### config.mk
export PLATFORM = sky130hd
export DESIGN_NAME = tlb_lookup_unit_flat
export DESIGN_NICKNAME = d
export VERILOG_FILES = /design/src/rtl/tlb_lookup_unit_pkg.sv /design/src/rtl/tlb_lookup_unit_if.sv /design/src/rtl/tlb_lookup_unit_victim_select.sv /design/src/rtl/tlb_lookup_unit.sv /design/src/flat_wrapper.sv
export SDC_FILE = /design/constraint.sdc
export NUM_CORES = 2
export LEC_CHECK = 0
export ABC_AREA = 1
export CORE_ASPECT_RATIO = 1.25
export CORE_MARGIN = 8
export CORE_UTILIZATION = 40
export CTS_BUF_LIST = sky130_fd_sc_hd__clkbuf_8
export CTS_CLUSTER_DIAMETER = 120
export DETAILED_ROUTE_END_ITERATION = 10
export GPL_ROUTABILITY_DRIVEN = 0
export MAX_ROUTING_LAYER = met4
export PLACE_DENSITY = 0.66
export SYNTH_ARGS = -nofsm -noshare
export SYNTH_HDL_FRONTEND = slang
export SYNTH_SLANG_ARGS = --single-unit
### constraint.sdc
create_clock -name clock -period 117.2 [get_ports clock]
set_input_delay 23.44 -clock clock [delete_from_list [all_inputs] [get_ports clock]]
set_output_delay 23.44 -clock clock [all_outputs]
set_load 0.05 [all_outputs]
### src/rtl/tlb_lookup_unit_pkg.sv
`default_nettype none
// ============================================================================
//  Module   : paging_pkg
//  Purpose  : Shared types and constants for the TLB lookup unit: TLB entry
//             layout, page geometry, PTE field positions and the lookup FSM
//             state encoding.
//  Ports    : none (package)
//  Revision : 1.0  initial release
// ============================================================================
package paging_pkg;

   localparam int PAGE_OFFSET_W   = 12;
   localparam int VPN_W           = 32 - PAGE_OFFSET_W;
   localparam int PTE_PRESENT_BIT = 0;

   // Tag field is sized for the smallest possible index (a single set) so the
   // entry layout does not depend on the SETS parameter; unused upper bits
   // are simply stored as zero.
   typedef struct packed {
      logic             valid;
      logic [VPN_W-1:0] tag;
      logic [VPN_W-1:0] frame;
   } tlb_entry_t;

   typedef enum logic [1:0] {
      ST_IDLE   = 2'd0,
      ST_LOOKUP = 2'd1,
      ST_WALK   = 2'd2,
      ST_WAIT   = 2'd3
   } tlb_state_t;

   function automatic logic [31:0] make_phys(input logic [VPN_W-1:0] frame,
                                             input logic [31:0]      lin);
      return {frame, lin[PAGE_OFFSET_W-1:0]};
   endfunction

endpackage
`default_nettype wire

### src/rtl/tlb_lookup_unit_if.sv
`default_nettype none
// ============================================================================
//  Module   : tlb_lookup_unit_if
//  Purpose  : Bundles the translation request/response signals and the
//             page-walk request/response signals of the TLB.
//  Ports    : slave  - TLB side (receives requests, drives results and walks)
//             master - requester / paging-unit side
//  Revision : 1.0  initial release
// ============================================================================
interface tlb_lookup_unit_if;
   logic        i_valid;
   logic        o_ready;
   logic [31:0] i_linear_address;
   logic        i_flush;
   logic [31:0] o_physical_address;
   logic        o_hit;
   logic        o_fault;
   logic        o_walk_valid;
   logic [31:0] o_walk_address;
   logic        i_walk_ready;
   logic [31:0] i_walk_pte;

   modport slave (
      input  i_valid, i_linear_address, i_flush, i_walk_ready, i_walk_pte,
      output o_ready, o_physical_address, o_hit, o_fault,
             o_walk_valid, o_walk_address
   );

   modport master (
      output i_valid, i_linear_address, i_flush, i_walk_ready, i_walk_pte,
      input  o_ready, o_physical_address, o_hit, o_fault,
             o_walk_valid, o_walk_address
   );
endinterface
`default_nettype wire

### src/rtl/tlb_lookup_unit_victim_select.sv
`default_nettype none
// ============================================================================
//  Module   : tlb_victim_select
//  Purpose  : Picks the way to overwrite on a fill: the lowest-index invalid
//             way of the set, or the set's round-robin pointer when full.
//  Ports    : i_valid_vec - valid bit of each way in the indexed set
//             i_rr_ptr    - round-robin pointer of the indexed set
//             o_victim    - selected way index
//  Revision : 1.0  initial release
// ============================================================================
module tlb_victim_select #(
   parameter int WAYS  = 4,
   parameter int WAY_W = $clog2(WAYS)
) (
   input  logic [WAYS-1:0]  i_valid_vec,
   input  logic [WAY_W-1:0] i_rr_ptr,
   output logic [WAY_W-1:0] o_victim
);

   // Scan from the top down so the last assignment wins with the lowest
   // invalid index.
   always_comb begin
      o_victim = i_rr_ptr;
      for (int w = WAYS - 1; w >= 0; w--) begin
         if (!i_valid_vec[w]) begin
            o_victim = WAY_W'(w);
         end
      end
   end

endmodule
`default_nettype wire

### src/rtl/tlb_lookup_unit.sv
`default_nettype none
// ============================================================================
//  Module   : tlb_lookup_unit
//  Purpose  : Set-associative TLB in front of the paging unit. Hits answer in
//             the second cycle after acceptance; misses issue a single walk
//             request, optionally fill the returned PTE, then answer.
//  Ports    : clock, reset - system clock, async active-high reset
//             bus          - request/response and walk signals (slave side)
//  Revision : 1.0  initial release
// ============================================================================
module tlb_lookup_unit
   import paging_pkg::*;
#(
   parameter int SETS = 8,
   parameter int WAYS = 4
) (
   input  logic              clock,
   input  logic              reset,
   tlb_lookup_unit_if.slave  bus
);

   localparam int IDX_W = $clog2(SETS);
   localparam int WAY_W = $clog2(WAYS);

   tlb_state_t        state_q, state_d;
   logic [31:0]       addr_q, addr_d;
   logic              ready_q, ready_d;
   logic              hit_q, hit_d;
   logic              fault_q, fault_d;
   logic [31:0]       phys_q, phys_d;
   logic              walk_valid_q, walk_valid_d;
   logic [31:0]       walk_addr_q, walk_addr_d;
   tlb_entry_t        tlb_q [SETS][WAYS];
   tlb_entry_t        tlb_d [SETS][WAYS];
   logic [WAY_W-1:0]  rr_q [SETS];
   logic [WAY_W-1:0]  rr_d [SETS];

   logic [IDX_W-1:0]  w_set;
   logic [VPN_W-1:0]  w_tag;
   logic [WAYS-1:0]   w_hit_vec;
   logic [WAYS-1:0]   w_valid_vec;
   logic [VPN_W-1:0]  w_hit_frame;
   logic [WAY_W-1:0]  w_victim;
   logic              w_unused_pte_bits;

   assign w_set = addr_q[PAGE_OFFSET_W +: IDX_W];
   assign w_tag = VPN_W'(addr_q[31:PAGE_OFFSET_W+IDX_W]);
   assign w_unused_pte_bits = ^bus.i_walk_pte[PAGE_OFFSET_W-1:PTE_PRESENT_BIT+1];

   for (genvar w = 0; w < WAYS; w++) begin : g_way
      assign w_valid_vec[w] = tlb_q[w_set][w].valid;
      assign w_hit_vec[w]   = tlb_q[w_set][w].valid && (tlb_q[w_set][w].tag == w_tag);
   end

   // At most one way can match, so an OR-style mux is sufficient.
   always_comb begin
      w_hit_frame = '0;
      for (int w = 0; w < WAYS; w++) begin
         if (w_hit_vec[w]) begin
            w_hit_frame = tlb_q[w_set][w].frame;
         end
      end
   end

   tlb_victim_select #(
      .WAYS  (WAYS),
      .WAY_W (WAY_W)
   ) u_victim (
      .i_valid_vec (w_valid_vec),
      .i_rr_ptr    (rr_q[w_set]),
      .o_victim    (w_victim)
   );

   always_comb begin
      state_d      = state_q;
      addr_d       = addr_q;
      ready_d      = ready_q;
      hit_d        = hit_q;
      fault_d      = fault_q;
      phys_d       = phys_q;
      walk_valid_d = walk_valid_q;
      walk_addr_d  = walk_addr_q;
      tlb_d        = tlb_q;
      rr_d         = rr_q;

      case (state_q)
         ST_IDLE: begin
            ready_d = 1'b0;
            hit_d   = 1'b0;
            fault_d = 1'b0;
            if (bus.i_valid) begin
               addr_d  = bus.i_linear_address;
               state_d = ST_LOOKUP;
            end
         end
         ST_LOOKUP: begin
            // A flush in this cycle invalidates the entry we would hit on,
            // so take the walk path instead.
            if ((|w_hit_vec) && !bus.i_flush) begin
               ready_d = 1'b1;
               hit_d   = 1'b1;
               phys_d  = make_phys(w_hit_frame, addr_q);
               state_d = ST_IDLE;
            end else begin
               walk_valid_d = 1'b1;
               walk_addr_d  = addr_q;
               state_d      = ST_WALK;
            end
         end
         ST_WALK: begin
            walk_valid_d = 1'b0;
            state_d      = ST_WAIT;
         end
         ST_WAIT: begin
            if (bus.i_walk_ready) begin
               ready_d = 1'b1;
               hit_d   = 1'b0;
               phys_d  = make_phys(bus.i_walk_pte[31:PAGE_OFFSET_W], addr_q);
               fault_d = ~bus.i_walk_pte[PTE_PRESENT_BIT];
               state_d = ST_IDLE;
               if (bus.i_walk_pte[PTE_PRESENT_BIT] && !bus.i_flush) begin
                  tlb_d[w_set][w_victim].valid = 1'b1;
                  tlb_d[w_set][w_victim].tag   = w_tag;
                  tlb_d[w_set][w_victim].frame = bus.i_walk_pte[31:PAGE_OFFSET_W];
                  // Pointer only advances when it actually chose the victim.
                  if (&w_valid_vec) begin
                     rr_d[w_set] = rr_q[w_set] + 1'b1;
                  end
               end
            end
         end
         default: begin
            state_d = ST_IDLE;
         end
      endcase

      if (bus.i_flush) begin
         for (int s = 0; s < SETS; s++) begin
            for (int w = 0; w < WAYS; w++) begin
               tlb_d[s][w].valid = 1'b0;
            end
         end
      end
   end

   always_ff @(posedge clock or posedge reset) begin
      if (reset) begin
         state_q      <= ST_IDLE;
         addr_q       <= '0;
         ready_q      <= 1'b0;
         hit_q        <= 1'b0;
         fault_q      <= 1'b0;
         phys_q       <= '0;
         walk_valid_q <= 1'b0;
         walk_addr_q  <= '0;
         for (int s = 0; s < SETS; s++) begin
            rr_q[s] <= '0;
            for (int w = 0; w < WAYS; w++) begin
               tlb_q[s][w] <= '0;
            end
         end
      end else begin
         state_q      <= state_d;
         addr_q       <= addr_d;
         ready_q      <= ready_d;
         hit_q        <= hit_d;
         fault_q      <= fault_d;
         phys_q       <= phys_d;
         walk_valid_q <= walk_valid_d;
         walk_addr_q  <= walk_addr_d;
         tlb_q        <= tlb_d;
         rr_q         <= rr_d;
      end
   end

   assign bus.o_ready            = ready_q;
   assign bus.o_hit              = hit_q;
   assign bus.o_fault            = fault_q;
   assign bus.o_physical_address = phys_q;
   assign bus.o_walk_valid       = walk_valid_q;
   assign bus.o_walk_address     = walk_addr_q;

endmodule
`default_nettype wire

### src/flat_wrapper.sv
// flat-port wrapper written by rule: the top's interface ports become plain ports
module tlb_lookup_unit_flat import paging_pkg::*;
#(
   parameter int SETS = 8,
   parameter int WAYS = 4
)
  (clock, reset, bus_i_valid, bus_i_linear_address, bus_i_flush, bus_i_walk_ready, bus_i_walk_pte, bus_o_ready, bus_o_physical_address, bus_o_hit, bus_o_fault, bus_o_walk_valid, bus_o_walk_address);
  tlb_lookup_unit_if bus_i ();
  input  logic clock;
  input  logic reset;
  input wire logic [$bits(bus_i.i_valid)-1:0] bus_i_valid;
  input wire logic [$bits(bus_i.i_linear_address)-1:0] bus_i_linear_address;
  input wire logic [$bits(bus_i.i_flush)-1:0] bus_i_flush;
  input wire logic [$bits(bus_i.i_walk_ready)-1:0] bus_i_walk_ready;
  input wire logic [$bits(bus_i.i_walk_pte)-1:0] bus_i_walk_pte;
  output wire logic [$bits(bus_i.o_ready)-1:0] bus_o_ready;
  output wire logic [$bits(bus_i.o_physical_address)-1:0] bus_o_physical_address;
  output wire logic [$bits(bus_i.o_hit)-1:0] bus_o_hit;
  output wire logic [$bits(bus_i.o_fault)-1:0] bus_o_fault;
  output wire logic [$bits(bus_i.o_walk_valid)-1:0] bus_o_walk_valid;
  output wire logic [$bits(bus_i.o_walk_address)-1:0] bus_o_walk_address;
  assign bus_i.i_valid = bus_i_valid;
  assign bus_i.i_linear_address = bus_i_linear_address;
  assign bus_i.i_flush = bus_i_flush;
  assign bus_i.i_walk_ready = bus_i_walk_ready;
  assign bus_i.i_walk_pte = bus_i_walk_pte;
  assign bus_o_ready = bus_i.o_ready;
  assign bus_o_physical_address = bus_i.o_physical_address;
  assign bus_o_hit = bus_i.o_hit;
  assign bus_o_fault = bus_i.o_fault;
  assign bus_o_walk_valid = bus_i.o_walk_valid;
  assign bus_o_walk_address = bus_i.o_walk_address;
  tlb_lookup_unit #(.SETS(SETS), .WAYS(WAYS)) u_core (.clock(clock), .reset(reset), .bus(bus_i));
endmodule
---- Word level (Yosys, flattened, before mapping) ----
Cells that the tools add are included.
word-level totals
  input bits .............................. 69
  logic and storage cells ................. 243
  bits in registers ....................... 1430
cells by class
  $add $sub $neg .......................... 1
  bitwise operators ....................... 4
  magnitude comparators ................... 4
  reductions and logical operators ........ 28
  equality and inequality tests ........... 11
  mux-type cells .......................... 83
operators with widths
  kind                                      number
  bitwise mux 1312 bit                      3
  two-way mux 1312 bit                      3
  demux 164 bit (select 3 bit)              3
  two-way mux 164 bit                       5
  binary-select mux 164 bit (select 3 bit)  1
  demux 41 bit (select 2 bit)               3
  two-way mux 20 bit                        5
  == test 20 x 17 -> 1 bit                  4
  two-way mux 32 bit                        2
  case mux 32 bit (2 select lines)          1
  two-way mux 41 bit                        1
  two-way mux 40 bit                        1
  two-way mux 1 bit                         37
  two-way mux 2 bit                         10
  bitwise mux 16 bit                        1
  AND reduction 3 bit                       4
  nonzero test 2 bit                        6
  AND reduction 2 bit                       5
  logical AND 1 bit                         8
  case mux 2 bit (4 select lines)           1
  AND reduction 7 bit                       1
  binary-select mux 2 bit (select 3 bit)    1
  demux 2 bit (select 3 bit)                1
  != test 2 bit (second input constant)     3
  17 further kinds                          21

---- Logic depth before layout (Yosys ltp) ----
  word-level depth ........................ 22
  depth in mapped cells ................... 24
  gate-level depth less buffers ........... 21

---- Cells and area by module ----
From an unflattened synthesis, not the netlist that was laid out.
second synthesis, totals
  cells, all modules ...................... 7343
  area, all modules ....................... 59477.0 µm²
by module, submodules not included
  module             sequential area each (µm²)  instances  cells each  area an instance (µm²)
  tlb_lookup_unit    33382.0                     1          7335        59437.0
  tlb_victim_select  0.0                         1          8           40.0

---- Worst setup path after synthesis ----
OpenSTA, ideal clock, no wires.
  kind .................................... in2reg
  start ................................... input bus_i_flush
  end ..................................... register u_core.rr_q[11] (netlist bit)
  arrival ................................. 24710 ps
  buffers on the path ..................... 1
  required time ........................... 117063 ps
  stages on the path ...................... 7
  slack ................................... 92352 ps
  path through ............................ clkbuf_1 > nor2_1 > nand2_1 > nor4_2 > nand2_1 > nand2_1 > o21ai_0
between the ends
  longest elaborated chain between the ends .. 3
ends and longest elaborated chain
  item                                  line                    RTL
  start: declaration                    flat_wrapper.sv:13      input wire logic [$bits(bus_i.i_flush)-1:0] bus_i_flush;
  logical NOT 1 bit                     tlb_lookup_unit.sv:121  if (bus.i_walk_pte[PTE_PRESENT_BIT] && !bus.i_flush) begin
  logical AND 1 bit                     tlb_lookup_unit.sv:121
  AND reduction 7 bit (no source line)  --
  end signal: assignment                tlb_lookup_unit.sv:172  rr_q <= rr_d;
  end: declaration                      tlb_lookup_unit.sv:35   logic [WAY_W-1:0] rr_q [SETS];
No other way between the ends.
A chain may end at the register's enable or synchronous reset.

==> run_results.csv <==
group,metric,value,unit
floorplanning,core_area,148000,µm²
synth,synth-xor-area-share,0.118,%
timing,fmax,0.0382,GHz
layout,nets,7212,
synth,ys_ff_latch,1334,
clock_tree,cts_root_buf,"clkbuf_8",
drt,dr.pass1.iters,6,
clock_tree,cts.clk_slew.worst_paths,0.06,ns
setup_path,cp_max_fo,165,
clock_tree,cts_sinks,1334,
synth,syn-mean-instance-area,8.13,µm²
timing,layout_min_cycle_time,26.18,ns
clock_tree,cts_buffer_depth,3,
pwr,total_leakage_power,32.0,nW
timing,finalCritPeriodShare,22.3,%
floorplanning,initial_core_util,40.2,%
synth,synth-seq-area-share,56.2,%
layout,final_cell_area,65900,µm²
synth,synth_compound_area_share,14.8,%
synth,muxShareOfSynthArea,0.152,%
setup_path,r2r_start,"u_core.addr_q[12]$_DFFE_PP0P_",
run_status,outcome,"finished clean",
timing,worstMarginPinSlew,1.12,ns
drt,drtIter0Drc,4992,
timing,fin_skew,0.0523,ns
timing,setup_viol,0,
synth,ys.flop_type,"dfrtp_1",
drt,routed_via_density,5.39,
layout,final_layout_size_suffix_gt1_share,6.89,%
setup_path,arrival,27.09,ns
timing,tns,0,ns
floorplanning,die_area,161000,µm²
clock_tree,numCtsBuffers,216,
min_path,hold_path.class,"flop to flop",
synth,syn_area,59400,µm²
synth,ys_warn_count,0,
synth,syn-instance-count,7300,
synth,synthSimpleGateAreaFrac,23.3,%
synth,synth_cell_types,46,
layout,area_growth_syn_to_layout,10.9,%
flow_run,max_cap_viol_count,0,
synth,synth_top_family_by_area,"simple AND/OR/NAND/NOR gates",
clock_tree,hold_buffers,0,
synth,synth_fp_nets,7369,
timing,rsz0062_at_grt,"false",
drt,avgRoutedWirePerCell,19.2,µm
synth,yosysMostFrequentCell,"nand2_1",
setup_path,worstPathRequired,118.12,ns
min_path,hold_end,"u_core.bus.o_physical_address[3]$_DFFE_PP0P_",
pwr,p_per_area,20.4,nW/µm²
timing,maxSlewHeadroom,25.4,%
grt,gr-total-overflow,0,
setup_path,reg2regPathDepth,21,
grt,first_global_vias,48800,
floorplanning,die_w,361,µm
synth,synth_adder_area_share,0,%
clock_tree,post_cts_buffers,0,
clock_tree,clk_latency,0.95,ns
clock_tree,cts_resized,0,
floorplanning,rows,158,
clock_tree,cts_tree,"built",
grt,antenna_found_initial,2,
timing,slew_violations,0,
setup_path,ff2ff_setup_slack,110.74,ns
synth,synth_edf_count,0,
place,placed_area,61500,µm²
min_path,hp-start,"u_core.bus.o_physical_address[3]$_DFFE_PP0P_",
grt,grt_pass1_wl,281,mm
place,dp_hpwl,98.3,mm
floorplanning,die_h,447,µm
synth,yosys.area.top_type,"dfrtp_1",
pwr,ir_worst_vdd,0.0170,mV
setup_path,end_kind,"asynchronous set/reset pin",
layout,fillCellCount,14500,
setup_path,timing.rr.end,"u_core.bus.o_ready$_DFFE_PP0P_",
floorplanning,io_pins,137,
drt,routed_wl,177,mm
grt,grt_max_degree,183,
clock_tree,cts-htree-levels,4,
drt,routed-via-count,49800,
synth,ys_top_cells_by_count,"nand2_1 (3,106), dfrtp_1 (1,334), o21ai_0 (1,162), clkbuf_1 (363), nor2_1 (214)",
synth,ys_async_sr_fraction,100,%
setup_path,startpoint_type,"input pin",
min_path,min_path_cells,2,
timing,finalHoldViolations,0,
grt,grtUsageTotal,22.4,%
drt,drtAntennaViolNets,0,
synth,synthTopCellsByArea,"dfrtp_1 (56%), nand2_1 (20%), o21ai_0 (9.8%), clkbuf_1 (2.3%), nor2_1 (1.4%)",
drt,route.detailed.drc,0,
place,portBuffers,125,
synth,synth_top_area_share,56.2,%
setup_path,critical_path_class,"input pin to asynchronous set/reset pin",
-- how the worst max path moves through the flow --
stage,from,end,slack [ns],cells past startpoint
2_1_floorplan,reset,asynchronous set/reset pin,56.15,1
3_3_place_gp,reset,u_core.addr_q[27]$_DFFE_PP0P_,90.07,5
3_5_place_dp,reset,u_core.addr_q[27]$_DFFE_PP0P_,90.03,5
4_1_cts,reset,u_core.tlb_q[840]$_DFFE_PP0P_,91.04,5
5_1_grt,reset,u_core.tlb_q[1168]$_DFFE_PP0P_,90.53,5
6_report,reset,u_core.tlb_q[685]$_DFFE_PP0P_,91.02,5
-- where the power goes --
group	switching, mW	internal, mW
Combinational	0.291	0.0963
Sequential	0.0414	0.516
Clock	0.188	0.213
-- per-layer routing --
metal / share of wire (%) / vias to the layer above / global-route usage, %
li1: - / 23400 / -
met1: 42 / 24300 / 28.1
met2: 48 / 1753 / 36.6
met3: 6.3 / 405 / 3.42
met4: 3.6 / 0 / 8.47
met5: 0 / - / -
-- worst max-delay path, cell delays in order --
cell and delay, ns:
clkdlybuf4s50_1 0.49, inv_8 0.51, buf_4 0.84, buf_12 0.66, buf_4 0.81
-- layout make-up --
type	count	area, µm²	area share, %
Antenna cell	2	5.00	0.00760
Clock buffer	280	3850	5.85
Clock inverter	113	517	0.785
Inverter	170	658	0.999
Multi-Input combinational cell	5197	23000	34.9
Sequential cell	1334	33400	50.7
Tap cell	1920	2400	3.65
Timing Repair Buffer	224	2040	3.10
-- cell usage in the layout, fill, tap and decap left out, types with 3 or more instances in the layout --
cell type           n
inv_8               3
inv_6               4
a22oi_1            64
nand2_2            34
xor2_1              7
nor2_4             10
nor4_1             10
a22o_1             27
clkbuf_8          280
nor3_1             10
nand3_2             4
clkdlybuf4s50_1   125
buf_12              4
nor2_1            208
mux2_2              8
nand2_1          3076
nand3_1           135
clkinv_8            3
a41oi_1            16
inv_1             245
o211ai_1           16
o21ai_1           145
dfrtp_1          1331
a221oi_1           60
o21ai_0          1162
clkinv_2           13
or2_2              18
o221ai_1            6
a21oi_1            59
clkinvlp_4          3
o22a_1              4
buf_4              95
inv_2               8
o22ai_1            52
nand4_1            48
-- through the flow --
step | power, mW | setup WS [ns] | hold WS (ns) | instances | utilization, %
floorplan | 0.805 | 56.15 | 0.445 | 7300 | -
CTS | 1.35 | 91.04 | 0.472 | 9238 | 44.5
global placement | 0.946 | 90.07 | 0.455 | 8845 | 41.6
detailed placement | 0.952 | 90.03 | 0.457 | 8845 | 41.6
finish | 1.35 | 91.02 | 0.475 | 9240 | 44.5
global route | 1.41 | 90.53 | 0.496 | 9239 | 44.5
-- flip-flops by register name, indices dropped and copies added, names as in the netlist, named ones only --
register	flops
u_core.tlb_q	1216
u_core.addr_q	32
u_core.bus.o_physical_address	32
u_core.bus.o_walk_address	32
u_core.rr_q	16
u_core.bus.o_fault	1
u_core.bus.o_hit	1
u_core.bus.o_ready	1
u_core.bus.o_walk_valid	1
u_core.state_q	1
-- kinds of logic after synthesis --
family	Yosys count
and+or+nand+nor	3565
AOI/OAI and AO/OA	1616
DFF	1334
buffers and inverters	769
xor gates and xnor gates	8
muxes	8
No activity file was read; power rests on OpenSTA's default activity.
